File: config.mk
export PLATFORM = sky130hd
export DESIGN_NAME = ascii_packer_flat
export DESIGN_NICKNAME = d
export VERILOG_FILES = /design/src/rtl/ascii_pkg.sv /design/src/rtl/ascii_packer_if.sv /design/src/rtl/ascii_packer.sv /design/src/flat_wrapper.sv
export SDC_FILE = /design/constraint.sdc
export NUM_CORES = 1
export LEC_CHECK = 0
export CORE_MARGIN = 2
export CORE_UTILIZATION = 32
export DETAILED_ROUTE_END_ITERATION = 8
export SLEW_MARGIN = 20
export SYNTH_ARGS = -nofsm -noshare
export SYNTH_HDL_FRONTEND = slang
export SYNTH_SLANG_ARGS = --single-unit
File: constraint.sdc
create_clock -name clk -period 12.6 [get_ports clk]
set_input_delay 2.52 -clock clk [delete_from_list [all_inputs] [get_ports clk]]
set_output_delay 2.52 -clock clk [all_outputs]
set_load 0.01 [all_outputs]
File: src/rtl/ascii_pkg.sv
// Shared constants and types for the ASCII character packer.
// WORD_W matches the Hamming encoder's 112-bit data input.
package ascii_pkg;

    localparam int unsigned CHAR_W    = 7;
    localparam int unsigned NUM_CHARS = 16;
    localparam int unsigned WORD_W    = NUM_CHARS * CHAR_W;
    localparam int unsigned CNT_W     = $clog2(NUM_CHARS + 1);
    localparam int unsigned IDX_W     = $clog2(WORD_W);

    localparam logic [CHAR_W-1:0] PAD_CHAR = 7'h20;

    typedef enum logic {
        FILL = 1'b0,
        HOLD = 1'b1
    } state_e;

    // MSB bit position of slot k; slot 0 sits at the top of the word
    function automatic logic [IDX_W-1:0] slot_msb(input logic [CNT_W-1:0] k);
        return IDX_W'(WORD_W - 1 - (int'(k) % NUM_CHARS) * CHAR_W);
    endfunction

endpackage

File: src/rtl/ascii_packer_if.sv
// Character-in / word-out handshake bundle for the ASCII packer.
// slave is the packer side, master is the source/consumer side.
interface ascii_packer_if;
    import ascii_pkg::*;

    logic [CHAR_W-1:0] char_in;
    logic              char_valid;
    logic              char_ready;
    logic              flush;
    logic [WORD_W-1:0] word_out;
    logic              word_valid;
    logic              word_ready;
    logic [CNT_W-1:0]  char_count;

    modport slave (
        input  char_in, char_valid, flush, word_ready,
        output char_ready, word_out, word_valid, char_count
    );

    modport master (
        output char_in, char_valid, flush, word_ready,
        input  char_ready, word_out, word_valid, char_count
    );

endinterface

File: src/rtl/ascii_packer.sv
// Packs 7-bit characters MSB-slot-first into a 112-bit word; flush closes a
// partial word by padding the remaining slots with spaces.
module ascii_packer
    import ascii_pkg::*;
(
    input  logic          clk,
    input  logic          rst_n,
    ascii_packer_if.slave bus
);

    state_e             state_q, state_d;
    logic [WORD_W-1:0]  word_q,  word_d;
    logic [CNT_W-1:0]   count_q, count_d;

    logic               accept_c;
    logic               pad_c;
    logic [IDX_W-1:0]   wr_base_c;

    // Next-state: slot write, optional padding mask, word handshake
    always_comb begin
        state_d   = state_q;
        word_d    = word_q;
        count_d   = count_q;
        accept_c  = 1'b0;
        pad_c     = 1'b0;
        wr_base_c = slot_msb(count_q);

        case (state_q)
            FILL: begin
                accept_c = bus.char_valid;
                if (accept_c) begin
                    word_d[wr_base_c -: CHAR_W] = bus.char_in;
                    count_d                     = count_q + CNT_W'(1);
                end
                // padding starts after any char accepted this cycle; empty words never close
                pad_c = bus.flush && (count_d != '0);
                if (pad_c) begin
                    for (int unsigned k = 0; k < NUM_CHARS; k++) begin
                        if (CNT_W'(k) >= count_d) begin
                            word_d[WORD_W - 1 - k * CHAR_W -: CHAR_W] = PAD_CHAR;
                        end
                    end
                    count_d = CNT_W'(NUM_CHARS);
                end
                if (count_d == CNT_W'(NUM_CHARS)) begin
                    state_d = HOLD;
                end
            end
            HOLD: begin
                if (bus.word_ready) begin
                    state_d = FILL;
                    word_d  = '0;
                    count_d = '0;
                end
            end
            default: begin
                state_d = FILL;
                word_d  = '0;
                count_d = '0;
            end
        endcase
    end

    always_ff @(posedge clk or negedge rst_n) begin
        if (!rst_n) begin
            state_q <= FILL;
            word_q  <= '0;
            count_q <= '0;
        end else begin
            state_q <= state_d;
            word_q  <= word_d;
            count_q <= count_d;
        end
    end

    // Handshake flags decode directly from the state register
    assign bus.char_ready = (state_q == FILL);
    assign bus.word_valid = (state_q == HOLD);
    assign bus.word_out   = word_q;
    assign bus.char_count = count_q;

endmodule

File: src/flat_wrapper.sv
// flat-port wrapper written by rule: the top's interface ports become plain ports
module ascii_packer_flat import ascii_pkg::*;
  (clk, rst_n, bus_char_in, bus_char_valid, bus_flush, bus_word_ready, bus_char_ready, bus_word_out, bus_word_valid, bus_char_count);
  ascii_packer_if bus_i ();
  input  logic clk;
  input  logic rst_n;
  input wire logic [$bits(bus_i.char_in)-1:0] bus_char_in;
  input wire logic [$bits(bus_i.char_valid)-1:0] bus_char_valid;
  input wire logic [$bits(bus_i.flush)-1:0] bus_flush;
  input wire logic [$bits(bus_i.word_ready)-1:0] bus_word_ready;
  output wire logic [$bits(bus_i.char_ready)-1:0] bus_char_ready;
  output wire logic [$bits(bus_i.word_out)-1:0] bus_word_out;
  output wire logic [$bits(bus_i.word_valid)-1:0] bus_word_valid;
  output wire logic [$bits(bus_i.char_count)-1:0] bus_char_count;
  assign bus_i.char_in = bus_char_in;
  assign bus_i.char_valid = bus_char_valid;
  assign bus_i.flush = bus_flush;
  assign bus_i.word_ready = bus_word_ready;
  assign bus_char_ready = bus_i.char_ready;
  assign bus_word_out = bus_i.word_out;
  assign bus_word_valid = bus_i.word_valid;
  assign bus_char_count = bus_i.char_count;
  ascii_packer u_core (.clk(clk), .rst_n(rst_n), .bus(bus_i));
endmodule
==> results of run 1 <==
through the flow:
step | setup slack, ps | util, % | hold slack, ps | instance area, sq um
2_1_floorplan | 8220 | - | 518 | 8120
5_1_grt | 6680 | 40.9 | 539 | 10200
6_report | 6940 | 40.9 | 505 | 10200
3_5_place_dp | 6660 | 38.6 | 502 | 9650
3_3_place_gp | 6770 | 38.6 | 500 | 9650
4_1_cts | 7060 | 40.8 | 515 | 10200
layer usage:
layer / up-vias / share of wire [%] / track usage [%]
met3: 95 / 10 / 5.76
met5: - / 0 / 0
met2: 587 / 43 / 38.3
met4: 0 / 3.6 / 10.1
li1: 3779 / - / -
met1: 4195 / 43 / 38.5
cell usage after synthesis, types with 8 or more instances:
master / number
ha_1: 15
a31oi_1: 8
mux2i_1: 17
o21ai_0: 116
nor2_1: 51
clkbuf_1: 29
nand2_1: 133
o21ai_1: 13
a211oi_1: 8
nand3_1: 48
o31ai_1: 9
buf_2: 15
nor2b_1: 9
o211ai_1: 19
nor3_1: 21
nand2b_1: 11
o22ai_1: 24
inv_1: 22
xnor2_1: 9
dfrtp_1: 118
o311ai_0: 15
a21oi_1: 66
a32o_1: 13
cell families after synthesis:
kind of cell	count (synthesis)	share of synthesized area [%]
xor+xnor	18	2.44
simple gates	326	19.2
flops	118	36.4
compound gates	368	30.1
mux	24	3.65
fa+ha+maj	19	3.30
buf+inv	82	4.98
report_power, final:
part | internal, mW | leakage (nW) | switching [mW]
Sequential | 0.428 | 1.61 | 0.0556
Combinational | 0.492 | 2.09 | 1.27
Clock | 0.298 | 0.272 | 0.181
Total | 1.22 | 3.98 | 1.50
final cells by class:
| type | instances | area, sq um |
|---|---|---|
| clock buffers | 22 | 464 |
| flip-flops and latches | 118 | 2950 |
| clock inverters | 9 | 103 |
| well taps | 330 | 413 |
| fillers | 2552 | 14800 |
| multi-input cells | 755 | 4790 |
| inverters | 25 | 93.8 |
| repair buffers | 146 | 1420 |
sequential cells by signal (all words and copies together), names as in the netlist:
signal	count
u_core.bus.word_valid	1
u_core.bus.char_count	5
u_core.bus.word_out	112
worst max-delay path: stages:
cell and delay [ps]:
clkdlybuf4s50_1 740, clkinv_1 620, nand2_1 220, buf_4 350, nand2_1 120, a21oi_1 990, nand2_1 110, a32o_1 300
path summary, 6_finish.rpt:
check / start / cells past startpoint / endpoint
setup / recovery: bus_word_ready / 8 / u_core.bus.word_out[45]
hold / removal: u_core.bus.word_out[60] / 1 / u_core.bus.word_out[60]
setup reg to reg: u_core.bus.char_count[2] / 14 / u_core.bus.word_out[98]
hold reg to reg: u_core.bus.word_out[60] / 1 / u_core.bus.word_out[60]
max in group asynchronous: rst_n / 2 / u_core.bus.word_out[86]
min in group asynchronous: rst_n / 1 / u_core.bus.word_out[64]
==> impl_metrics.yaml, run 1 <==
sta:
  fin_crit_sh_pct: 44.9
  fin_crit_ps: 5660
  finalClockSkew_ps: 9.44
  max_freq_mhz: 177
  slew_viol_final: 0
  hold_viol: 0
  max_slew_margin_pct: 14.9
  setup_viol: 0
  rsz0062_at_grt: "false"
  worst_slew_pin_slew_ps: 1280
  tns_ps: 0
clocking:
  postCtsSetupBuffers: 0
  cts-resized-gates: 0
  numCtsBuffers: 17
  cts_hold_buf: 0
  clk_path_buf_depth: 2
  clk_latency_ps: 430
  tritoncts: "built"
  clk_pin_slew_ps: 50
  h-tree-depth: 4
  cts_sinks: 118
  ctsRootBufferMaster: "clkbuf_16"
yosys:
  synth_ff_type: "dfrtp_1"
  netlist.area_leader.share_pct: 36.4
  netlist_instances: 955
  yosysWarnings: 0
  syn_avg_cell_area_sq_um: 8.50
  ys_top_cells_by_area: "dfrtp_1 (36%), o21ai_0 (7.2%), nand2_1 (6.1%)"
  yosysTopAreaCell: "dfrtp_1"
  ys_ff_latch: 118
  async_flop_share_pct: 100
  ys_types: 96
  seq_area_frac_synth_pct: 36.4
  synth.cell_area_sq_um: 8120
  synth_edf_count: 0
  syn_nets: 986
placed_design:
  dp_cells: 1374
  dp_hpwl_mm: 25.5
  io_buffer_count: 130
  gp_congestion: 1.02
die:
  design.core.area_sq_um: 25000
  start_util_pct: 32.4
  die_h_microns: 163
  ios: 131
  dieArea_sq_um: 26700
  rows: 58
  die_w_microns: 163
layout:
  layout_commonest_cell: "nand2_1"
  area_growth_pct: 26.0
  fin_cells: 1405
  nNetsFinal: 1094
  layout_common_cells: "nand2_1 (133), clkdlybuf4s50_1 (129), dfrtp_1 (118)"
  drive_above_1_share_pct: 9.12
  antennaDiodeCount: 0
routing:
  num_vias: 8656
  wirelength_mm: 34.9
  dr.pass1.iters: 6
  drcViolationCount: 0
  drt-initial-drc-count: 1066
  postRouteAntennaNets: 0
  routedWlPerCell_microns: 24.9
  vias_per_cell: 6.16
power:
  vdd_ir_drop_max_mv: 0.130
  leakagePower_nw: 3.98
  p_total_mw: 2.72
  power.density_nw_per_um2: 266
global_route:
  grt_pass1_vias: 8110
  grt.total_usage_pct: 26.5
  overflow: 0
  antenna_found_initial: 0
  grt_max_degree: 65
  grt_pass1_wl_mm: 52.4
status:
  outcome: "complete, no violations"
worst_setup_path:
  worstPathRequired_ps: 12910
  end_kind: "flop"
  path_class: "in2reg"
  r2r_slack_ps: 6980
  critPathLaunchType: "input pin"
  critPathArrivalTime_ps: 5970
  cp_max_fo: 26
worst_hold_path:
  hold_class: "reg2reg"
flow_run:
  max_cap_viol_count: 0
Power figures use the tool's default switching activity.
==> run 2, diff against run 1 <==
Clock period 12.6 ns to 4.9 ns, I/O delays scaled along.
==> impl_metrics.yaml, run 2 (synthesis results as in run 1) <==
sta:
  hold_viol: 0
  rsz0062_at_grt: "false"
  setup_viol: 0
  finalClockSkew_ps: 19.8
  tns_ps: 0
  max_freq_mhz: 217
  fin_crit_ps: 4610
  max_slew_margin_pct: 41.5
  fin_crit_sh_pct: 94.0
  worst_slew_pin_slew_ps: 871
  slew_viol_final: 0
worst_setup_path:
  r2r_slack_ps: 290
  path_class: "reg2reg"
  critPathLaunchType: "flop"
  worstPathRequired_ps: 5240
  critPathCapture: "u_core.bus.word_out[97]"
  worstReg2RegEnd: "u_core.bus.word_out[97]"
  rr_worst_depth: 15
  end_kind: "flop"
  critPathArrivalTime_ps: 4940
  startpoint: "u_core.bus.char_count[3]"
  cp_max_fo: 20
  timing.rr.start: "u_core.bus.char_count[3]"
global_route:
  antenna_found_initial: 0
  overflow: 0
  grt_max_degree: 58
  grt.total_usage_pct: 27.4
  grt_pass1_vias: 8567
  grt_pass1_wl_mm: 54.5
die:
  ios: 131
  dieArea_sq_um: 26700
  rows: 58
  start_util_pct: 32.4
  die_w_microns: 163
  die_h_microns: 163
  design.core.area_sq_um: 25000
clocking:
  cts_hold_buf: 0
  h-tree-depth: 4
  tritoncts: "built"
  numCtsBuffers: 17
  clk_latency_ps: 440
  cts-resized-gates: 0
  postCtsSetupBuffers: 0
  ctsRootBufferMaster: "clkbuf_16"
  clk_path_buf_depth: 2
  clk_pin_slew_ps: 70
  cts_sinks: 118
routing:
  wirelength_mm: 36.5
  drcViolationCount: 0
  vias_per_cell: 6.08
  routedWlPerCell_microns: 25.2
  drt-initial-drc-count: 1044
  postRouteAntennaNets: 0
  dr.pass1.iters: 5
  num_vias: 8805
layout:
  drive_above_1_share_pct: 12.6
  nFillCells: 2538
  nNetsFinal: 1136
  antennaDiodeCount: 0
  largest_reg_flops: 112
  layout_common_cells: "nand2_1 (133), clkdlybuf4s50_1 (129), dfrtp_1 (118)"
  regArea_sq_um: 2950
  multi_input_area_sq_um: 4770
  fin_cells: 1448
  area_growth_pct: 29.7
  layout_commonest_cell: "nand2_1"
placed_design:
  io_buffer_count: 130
  gp_congestion: 1.05
  dp_cells: 1416
  dp_hpwl_mm: 27.8
flow_run:
  max_cap_viol_count: 0
power:
  p_total_mw: 7.14
  vdd_ir_drop_max_mv: 0.419
  power.density_nw_per_um2: 678
  leakagePower_nw: 4.17
worst_hold_path:
  whs_path_depth: 1
  hold_class: "reg2reg"
status:
  outcome: "complete, no violations"
## run 2: cell types whose count changed in the layout (fill, tap and decap cells not counted), moves of 2 or more
cell	delta
clkbuf_1	-3
clkinv_2	-2
bufinv_16	-2
buf_4	+41
clkinv_4	+6
## run 2: worst min-delay path by stage
stage                       startpoint                 endpoint  slack [ps]
2_1_floorplan  u_core.bus.word_out[60]  u_core.bus.word_out[60]         520
3_3_place_gp   u_core.bus.word_out[70]  u_core.bus.word_out[70]         490
3_5_place_dp   u_core.bus.word_out[72]  u_core.bus.word_out[72]         490
4_1_cts        u_core.bus.word_out[72]  u_core.bus.word_out[72]         510
5_1_grt        u_core.bus.word_out[60]  u_core.bus.word_out[60]         530
6_report       u_core.bus.word_out[60]  u_core.bus.word_out[60]         510
## run 2: final cells by class
cell class                 count  area share, %
clock buffer                  19           4.30
inverter                      25          0.891
multi-input combinational    755           45.3
tap                          330           3.92
sequential                   118           28.0
clock inverter                13          0.963
timing repair buffer         188           16.6
## run 2: worst max-delay path: stages (launching register included)
cell      delay [ps]
dfrtp_1          430
inv_1            160
fa_1             500
inv_1             40
ha_1             310
inv_1             70
fa_1             440
nand2b_1         200
a21oi_2          220
xor2_1           160
buf_4            300
a31oi_1          120
o221a_2          380
mux2i_2          630
nand2_1          270
o31ai_1          290
## run 2: routing by layer
metal	vias to the layer above	global-route usage, %	part of all wire, %
met5	-	0	0
met4	0	10.2	3.2
met3	79	6.09	9.5
met2	558	41.8	44
met1	4294	38.0	43
li1	3874	-	-
## run 2: per-stage QoR
stage          utilization (%)  setup WS (ps)  cell area, sq um  hold WS [ps]
2_1_floorplan                -            521              8120           518
3_5_place_dp              39.8            411              9970           495
6_report                  42.1            292             10500           507
3_3_place_gp              39.8            409              9970           494
4_1_cts                   42.1            393             10500           508
5_1_grt                   42.1           43.8             10500           529
## run 2: where the power goes
part | total, mW | internal (mW) | switching [mW]
registers | 1.22 | 1.10 | 0.115
clock network | 1.18 | 0.675 | 0.507
logic | 4.74 | 1.44 | 3.30
==> run 3, diff against run 2 <==
Settings changed: CORE_ASPECT_RATIO set to 0.8, CTS_BUF_LIST set to sky130_fd_sc_hd__clkbuf_8, PLACE_DENSITY_LB_ADDON set to 0.05.
==> impl_metrics.yaml, run 3 (synthesis results as in run 1) <==
global_route:
  overflow: 0
  grt.total_usage_pct: 29.4
  grt_max_degree: 72
  grt_pass1_wl_mm: 57.7
  grt_pass1_vias: 8314
  antenna_found_initial: 1
die:
  dieArea_sq_um: 26700
  die_h_microns: 146
  ios: 131
  start_util_pct: 32.3
  rows: 52
  design.core.area_sq_um: 25100
  die_w_microns: 182
layout:
  nNetsFinal: 1135
  layout_commonest_cell: "nand2_1"
  layout_common_cells: "nand2_1 (133), clkdlybuf4s50_1 (129), dfrtp_1 (118)"
  nFillCells: 2596
  area_growth_pct: 27.8
  multi_input_area_sq_um: 4790
  largest_reg_flops: 112
  drive_above_1_share_pct: 12.8
  fin_cells: 1441
  antennaDiodeCount: 0
  regArea_sq_um: 2950
sta:
  max_freq_mhz: 217
  setup_viol: 0
  hold_viol: 0
  max_slew_margin_pct: 27.0
  slew_viol_final: 0
  finalClockSkew_ps: 20.4
  tns_ps: 0
  fin_crit_ps: 4600
  rsz0062_at_grt: "false"
  worst_slew_pin_slew_ps: 1090
  fin_ws_ps: 296
  fin_crit_sh_pct: 94.0
power:
  intPower_mw: 3.03
  p_sw_share_pct: 57.5
  clkPwrFrac_pct: 13.6
  vdd_ir_drop_max_mv: 0.266
  power.density_nw_per_um2: 687
  pwr-share-comb_pct: 69.4
  leakagePower_nw: 4.11
  seq_power_share_pct: 17.0
  p_sw_mw: 4.10
clocking:
  numCtsBuffers: 17
  cts_sinks: 118
  clk_path_buf_depth: 2
  clk_pin_slew_ps: 90
  clk_latency_ps: 460
  ctsRootBufferMaster: "clkbuf_8"
  h-tree-depth: 4
  tritoncts: "built"
routing:
  drt-initial-drc-count: 981
  wirelength_mm: 39.0
  num_vias: 8600
  vias_per_cell: 5.97
  dr.pass1.iters: 7
  routedWlPerCell_microns: 27.0
  postRouteAntennaNets: 0
  drcViolationCount: 0
placed_design:
  dp_hpwl_mm: 29.2
  dp_cells: 1409
  dpl_worst_slack_ps: 227
  gp_congestion: 0.977
  io_buffer_count: 130
worst_hold_path:
  hold_class: "reg2reg"
worst_setup_path:
  path_class: "reg2reg"
  crit_family: "adder cells"
  critPathMostFrequentCell: "inv_1"
  slowest_stage: "fa_1"
  critPathLaunchType: "flop"
  critPathBufInv: 4
  critPathArrivalTime_ps: 4960
  cp_cell_sequence: "inv_1 -> fa_1 -> inv_1 -> ha_1 -> inv_1 -> fa_1 -> nand3b_1 -> xor2_1 -> buf_4 -> nand2_1 -> o22ai_1 -> nand3_1 -> a32o_1"
  cp_max_fo: 15
  critPathMaxStageDelay_ps: 630
  worstPathRequired_ps: 5260
  end_kind: "flop"
flow_run:
  max_cap_viol_count: 0
status:
  outcome: "complete, no violations"
[run 3: repair_timing]
action | in CTS | in global routing
hold buffers | 0 | 0
gates resized for setup | 0 | 2
buffers inserted | 0 | 0
endpoints found under the setup margin | 0 | 3
[run 3: area by class of cell]
cell class | instances | area share (%)
Sequential cell | 118 | 28.5
Timing Repair Buffer | 187 | 16.8
Tap cell | 324 | 3.91
Clock buffer | 17 | 2.25
Inverter | 25 | 0.904
Multi-Input combinational cell | 755 | 46.1
Clock inverter | 15 | 1.59
[run 3: tightest hold or removal path: cells and delay by family (launching register included)]
family / cells / cell delay, ps
flops: 1 / 350
compound gates: 1 / 60
simple gates: 1 / 60
[run 3: worst paths after layout]
path                                               start                      end  slack (ps)  cells past startpoint
worst max-delay path            u_core.bus.char_count[1]  u_core.bus.word_out[16]         300                     13
worst min-delay path             u_core.bus.word_out[13]  u_core.bus.word_out[13]         510                      2
worst max register to register  u_core.bus.char_count[1]  u_core.bus.word_out[16]         300                     13
worst min register to register   u_core.bus.word_out[13]  u_core.bus.word_out[13]         510                      2
max in group asynchronous                          rst_n  u_core.bus.word_out[96]        3460                      2
min in group asynchronous                          rst_n  u_core.bus.word_out[24]         530                      1
[run 3: per-layer routing]
metal  vias up  share of wire, %  global-route usage (%)
met2       428                42                    42.2
met4         0               1.4                    5.93
met1      4251                48                    45.4
met5         -                 0                       0
li1       3876                 -                       -
met3        45               7.9                    5.91
[run 3: power by group through the flow]
stage | registers [mW] | logic (mW) | clock network (mW)
finish | 1.21 | 4.95 | 0.966
global route | 1.23 | 5.21 | 1.02
detailed placement | 1.23 | 4.78 | 0
CTS | 1.21 | 4.81 | 0.982
floorplan | 1.26 | 2.66 | 0
global placement | 1.23 | 4.80 | 0
[run 3: metrics by stage]
step                cell area (sq um)  total power, mW  hold WS (ps)  util (%)
global route                    10400             7.47           549      41.3
floorplan                        8120             3.91           518         -
detailed placement               9970             6.01           493      39.7
finish                          10400             7.13           507      41.3
global placement                 9970             6.03           489      39.7
CTS                             10400             7.00           511      41.3
